--- config.mk ---
export PLATFORM = sky130hd
export DESIGN_NAME = mux_rr_arbiter
export DESIGN_NICKNAME = d
export VERILOG_FILES = /design/src/rtl/mux_arb_pkg.sv /design/src/rtl/rr_pick.sv /design/src/rtl/mux_rr_arbiter.sv
export SDC_FILE = /design/constraint.sdc
export NUM_CORES = 1
export LEC_CHECK = 0
export CAP_MARGIN = 5
export CORE_UTILIZATION = 60
export CTS_CLUSTER_DIAMETER = 50
export DETAILED_ROUTE_END_ITERATION = 16
export GPL_ROUTABILITY_DRIVEN = 0
export PLACE_DENSITY = 0.89
export SLEW_MARGIN = 20
export SYNTH_ARGS = -nofsm -noshare
export SYNTH_HDL_FRONTEND = slang
export SYNTH_HIERARCHICAL = 1
export SYNTH_SLANG_ARGS = --single-unit
--- constraint.sdc ---
create_clock -name clk -period 11 [get_ports clk]
set_input_delay 2.2 -clock clk [delete_from_list [all_inputs] [get_ports clk]]
set_output_delay 2.2 -clock clk [all_outputs]
set_load 0.01 [all_outputs]
--- src/rtl/mux_arb_pkg.sv ---
// Shared definitions for the round-robin arbitrated 8:1 mux:
// requester count, select width, hold-counter width, FSM state encoding
// and the one-hot to binary index helper.
package mux_arb_pkg;

  localparam int N_REQ = 8;
  localparam int SEL_W = 3;
  // Wide enough for the largest legal hold limit (255 -> max count 254).
  localparam int CNT_W = 8;

  typedef enum logic {
    IDLE = 1'b0,
    OWN  = 1'b1
  } arb_state_e;

  // Binary index of the set bit; returns 0 for an all-zero vector.
  function automatic logic [SEL_W-1:0] onehot_to_idx(input logic [N_REQ-1:0] oh);
    logic [SEL_W-1:0] idx;
    idx = '0;
    for (int i = 0; i < N_REQ; i++) begin
      if (oh[i]) idx = idx | SEL_W'(i);
    end
    return idx;
  endfunction

endpackage

--- src/rtl/rr_pick.sv ---
// Combinational rotating-priority search. Starting at (last+1) mod N_REQ
// and wrapping upward, returns the first set request bit. When mask_en is
// high the request at mask_idx is ignored, so the current owner can be
// excluded when looking for a successor.
module rr_pick #(
  parameter int N_REQ = mux_arb_pkg::N_REQ,
  parameter int SEL_W = mux_arb_pkg::SEL_W
) (
  input  logic [N_REQ-1:0] req,
  input  logic             mask_en,
  input  logic [SEL_W-1:0] mask_idx,
  input  logic [SEL_W-1:0] last,
  output logic             valid,
  output logic [SEL_W-1:0] idx
);

  logic [N_REQ-1:0] req_m;
  logic [SEL_W-1:0] cand;

  // Remove the masked requester, then scan from last+1 with wrap-around.
  always_comb begin
    req_m = req;
    if (mask_en) req_m[mask_idx] = 1'b0;
    valid = 1'b0;
    idx   = '0;
    cand  = '0;
    for (int i = 1; i <= N_REQ; i++) begin
      cand = SEL_W'((int'(last) + i) % N_REQ);
      if (!valid && req_m[cand]) begin
        valid = 1'b1;
        idx   = cand;
      end
    end
  end

endmodule

--- src/rtl/mux_rr_arbiter.sv ---
// Round-robin arbiter driving a shared 8:1 mux. Two-state FSM (IDLE/OWN)
// with registered one-hot grant, binary select, busy flag and mux output.
// Optional owner preemption after MAX_HOLD cycles is compiled in when the
// macro MUX_ARB_TIMEOUT_EN is defined; otherwise an owner keeps the grant
// until it drops its request.
//
// Handshake: req[i] is a level request; gnt[i] is the acknowledgement and
// stays high for as long as requester i owns the mux. A requester releases
// the mux by deasserting req[i]; the grant falls (or moves on) at the next
// rising edge. No other acknowledgement is involved.
module mux_rr_arbiter #(
  parameter int N_REQ    = mux_arb_pkg::N_REQ,
  parameter int SEL_W    = mux_arb_pkg::SEL_W,
  parameter int MAX_HOLD = 16
) (
  input  logic                    clk,
  input  logic                    rst_n,
  input  logic [N_REQ-1:0]        req,
  input  logic [N_REQ-1:0]        I,
  output logic [N_REQ-1:0]        gnt,
  output logic [SEL_W-1:0]        s,
  output logic                    busy,
  output logic                    y,
  output mux_arb_pkg::arb_state_e state_dbg
);

  import mux_arb_pkg::arb_state_e;
  import mux_arb_pkg::IDLE;
  import mux_arb_pkg::OWN;
  import mux_arb_pkg::CNT_W;
  import mux_arb_pkg::onehot_to_idx;

  if (MAX_HOLD < 2 || MAX_HOLD > 255) begin : g_bad_max_hold
    $error("MAX_HOLD must lie in 2..255");
  end

  arb_state_e       state_q, state_d;
  logic [N_REQ-1:0] gnt_q, gnt_d;
  logic [SEL_W-1:0] s_q, s_d;
  logic [SEL_W-1:0] last_q, last_d;
  logic             busy_q, busy_d;
  logic             y_q, y_d;
  logic             grant_new;

  logic             pick_valid;
  logic [SEL_W-1:0] pick_idx;

  // While owning, the owner is masked so a preemption picks someone else.
  rr_pick #(
    .N_REQ (N_REQ),
    .SEL_W (SEL_W)
  ) u_pick (
    .req      (req),
    .mask_en  (state_q == OWN),
    .mask_idx (s_q),
    .last     (last_q),
    .valid    (pick_valid),
    .idx      (pick_idx)
  );

`ifdef MUX_ARB_TIMEOUT_EN
  logic [CNT_W-1:0] cnt_q, cnt_d;
  logic             hold_full;
  assign hold_full = (cnt_q == CNT_W'(MAX_HOLD - 1));
`endif

  // Next-state, grant, select, busy and mux-output computation.
  always_comb begin
    state_d   = state_q;
    gnt_d     = gnt_q;
    last_d    = last_q;
    grant_new = 1'b0;

    case (state_q)
      IDLE: begin
        if (pick_valid) grant_new = 1'b1;
      end
      OWN: begin
        if (!req[s_q]) begin
          // Owner released: hand over directly, or go idle if nobody waits.
          if (pick_valid) begin
            grant_new = 1'b1;
          end else begin
            state_d = IDLE;
            gnt_d   = '0;
          end
        end
`ifdef MUX_ARB_TIMEOUT_EN
        else if (hold_full && pick_valid) begin
          grant_new = 1'b1;
        end
`endif
      end
      default: begin
        state_d = IDLE;
        gnt_d   = '0;
      end
    endcase

    if (grant_new) begin
      state_d = OWN;
      gnt_d   = N_REQ'(1) << pick_idx;
      last_d  = pick_idx;
    end

    // Select follows the grant and holds its value while idle.
    s_d    = (gnt_d != '0) ? onehot_to_idx(gnt_d) : s_q;
    busy_d = (state_d == OWN);
    // Output the input selected during the previous cycle, only while the
    // mux was and stays owned; zero whenever the arbiter is idle.
    y_d    = (busy_q && busy_d) ? I[s_q] : 1'b0;
  end

`ifdef MUX_ARB_TIMEOUT_EN
  // Hold counter: clears on every grant, saturates at MAX_HOLD-1.
  always_comb begin
    cnt_d = cnt_q;
    if (grant_new || state_d == IDLE) begin
      cnt_d = '0;
    end else if (!hold_full) begin
      cnt_d = cnt_q + CNT_W'(1);
    end
  end

  // Hold counter register.
  always_ff @(posedge clk or negedge rst_n) begin
    if (!rst_n) cnt_q <= '0;
    else        cnt_q <= cnt_d;
  end
`endif

  // FSM state and registered outputs; reset restarts the search at 0.
  always_ff @(posedge clk or negedge rst_n) begin
    if (!rst_n) begin
      state_q <= IDLE;
      gnt_q   <= '0;
      s_q     <= '0;
      last_q  <= SEL_W'(N_REQ - 1);
      busy_q  <= 1'b0;
      y_q     <= 1'b0;
    end else begin
      state_q <= state_d;
      gnt_q   <= gnt_d;
      s_q     <= s_d;
      last_q  <= last_d;
      busy_q  <= busy_d;
      y_q     <= y_d;
    end
  end

  assign gnt       = gnt_q;
  assign s         = s_q;
  assign busy      = busy_q;
  assign y         = y_q;
  assign state_dbg = state_q;

endmodule

==> flow_metrics.tcl <==
set metrics [dict create \
    status "finished, final reports clean" \
    drt_wl_total_um 5180 \
    yosysSeqAreaShare_pct 18.7 \
    viasPerCell 6.84 \
    dp_hpwl_um 4030 \
    worst_pin_slew_ns 0.755 \
    drc 0 \
    cts_setup_buffers 0 \
    finalHoldViolCount 0 \
    mostFrequentLayoutCells "clkdlybuf4s50_1 (31), nor2_1 (18), mux2i_1 (16)" \
    startpoint_type "input port" \
    synthFlopType "dfrtp_1" \
    place_inst 281 \
    worst-path-max-fanout 7 \
    wire_per_inst_um 18.2 \
    clock_latency_ns 0.30 \
    initial_utilization_pct 63.8 \
    antenna_cells 0 \
    cts_buffer_depth 2 \
    yosysUniqueCellTypes 68 \
    fin_crit_ns 6.03 \
    die_y_um 62.0 \
    drtPass1Iterations 7 \
    grt_max_degree 21 \
    dieArea_um2 3850 \
    nFillCells 239 \
    io_pins 32 \
    skew_ns 0.000993 \
    dpl_cell_area_um2 2430 \
    synthCells 217 \
    tritoncts "built" \
    synth_area_leaders "dfrtp_1 (15%), mux4_2 (9.4%), mux2i_1 (7.4%)" \
    cts_hold_buf 0 \
    route.vias.total 1949 \
    max_freq_ghz 0.166 \
    drv_cap 0 \
    synth_edf_count 0 \
    synth_top_family_by_area "multiplexers" \
    synthMuxAreaShare_pct 28.1 \
    final_common_cell "clkdlybuf4s50_1" \
    cts_buffers 3 \
    placementRows 21 \
    setup-tns-final_ns 0 \
    fin_area_um2 2460 \
    cts.sinks 16 \
    port_buffers 31 \
    area_growth_pct 14.0 \
    syn_area_um2 2160 \
    first_global_vias 1839 \
    track_usage_pct 30.7 \
    worstPathRequired_ns 11.19 \
    core-area_um2 3390 \
    fin_nets 260 \
    clkSlewWorstSetupHoldPaths_ns 0.09 \
    layoutNonFillerInstCount 285 \
    syn-num-nets 237 \
    dp_slack_ns 4.71 \
    setup_viol 0 \
    synthAdderAreaFrac_pct 1.16 \
    fin_crit_sh_pct 54.9 \
    synth-seq-cells 16 \
    yosys.area.top_type "dfrtp_1" \
    synth_top_area_share_pct 15.1 \
    synth_compound_area_share_pct 23.9 \
    rsz0062_at_grt "no" \
    die_x_um 62.0 \
    synth_xor_area_share_pct 4.63 \
    crit_type "in -> reg" \
    ant_nets 0 \
    worstPathArrival_ns 6.22 \
    antenna_found_initial 0 \
    root_buffer "clkbuf_4" \
    drt_iter0_drc 158 \
    hold_class "reg -> reg" \
    drive_gt1_share_pct 21.3 \
    maxSlewHeadroom_pct 49.3 \
    overflow 0 \
    grt_first_pass_wirelength_um 8650 \
    synth-simple-area-share_pct 17.5 \
    cts_resized 0 \
    postLayoutSetupSlackWorst_ns 4.97 \
    rrSetupSlack_ns 6.18 \
    async_flop_share_pct 100 \
    cts_max_level 1 \
    avgSynthCellArea_um2 9.96 \
    end_kind "flip-flop" \
    synth_warnings 6 \
    slew_viol_final 0 \
]
==> state kept, by name, indices dropped and copies added, names as in the netlist <==
signal and cells:
busy 1, s 3, y 1, last_q 3, gnt 8
==> path summary, 6_finish.rpt <==
path	startpoint	to	cells past startpoint
max reg2reg	last_q[1]	s[1]	15
min in group asynchronous	rst_n	gnt[4]	1
max in group asynchronous	rst_n	y	1
max	req[0]	s[1]	15
min reg2reg	gnt[4]	gnt[4]	1
min	gnt[4]	gnt[4]	1
==> synthesized netlist by cell type (3+ instances only) <==
| library cell | number |
|---|---|
| inv_1 | 6 |
| a211o_1 | 6 |
| mux4_1 | 4 |
| nand3_1 | 5 |
| mux4_2 | 9 |
| buf_6 | 6 |
| or2_2 | 3 |
| a221o_1 | 3 |
| a21oi_1 | 13 |
| nor2_1 | 18 |
| a31oi_1 | 5 |
| dfstp_2 | 3 |
| buf_2 | 4 |
| nand2b_1 | 6 |
| a21o_1 | 4 |
| xnor2_1 | 3 |
| dfrtp_1 | 13 |
| nor2b_1 | 4 |
| xor2_2 | 3 |
| mux2i_1 | 16 |
| o31a_1 | 3 |
| o21ai_0 | 3 |
| mux2_2 | 7 |
| nand2_1 | 12 |
| o211ai_1 | 5 |
==> worst max-delay path, stage by stage <==
cell and delay, ns:
clkdlybuf4s50_1 0.52, mux2i_1 0.11, a21oi_1 0.48, mux2i_4 0.15, mux2_2 0.32, a31oi_1 0.21, a2111oi_2 0.07, a311oi_1 0.66
nor2b_1 0.17, nand3_1 0.16, a21oi_1 0.07, a211o_1 0.32, nor4_2 0.36, nand2_2 0.11, mux2_1 0.32
==> metrics by stage <==
stage	hold slack (ns)	util (%)
6_report	0.607	72.6
3_5_place_dp	0.584	71.6
2_1_floorplan	0.587	-
4_1_cts	0.605	72.6
5_1_grt	0.644	72.6
3_3_place_gp	0.572	71.6
==> per-layer routing <==
layer	track usage [%]	up-vias	wire length, µm
li1	-	903	-
met1	42.6	941	2230
met2	50.5	95	2550
met3	5.59	10	346
met4	6.35	0	48
met5	0	-	0
==> layout make-up <==
class,count,area [µm²],area share [%]
multi-input combinational,181,1630,66.1
sequential,16,404,16.4
timing repair buffer,31,310,12.6
tap,46,57.6,2.34
clock buffer,4,36.3,1.47
inverter,7,26.3,1.07
==> cells by family (layout without fill, tap and decap cells) <==
kind of cell | count (synthesis) | in the layout
compound gates | 65 | 65
xor+xnor | 8 | 8
fa+ha+maj | 2 | 2
buf+inv | 20 | 42
flops | 16 | 16
mux | 40 | 40
simple gates | 66 | 66
Power is left out: the tool's default activity adds up to more than one toggle a clock period on the data nets, which glitch-free logic cannot reach.
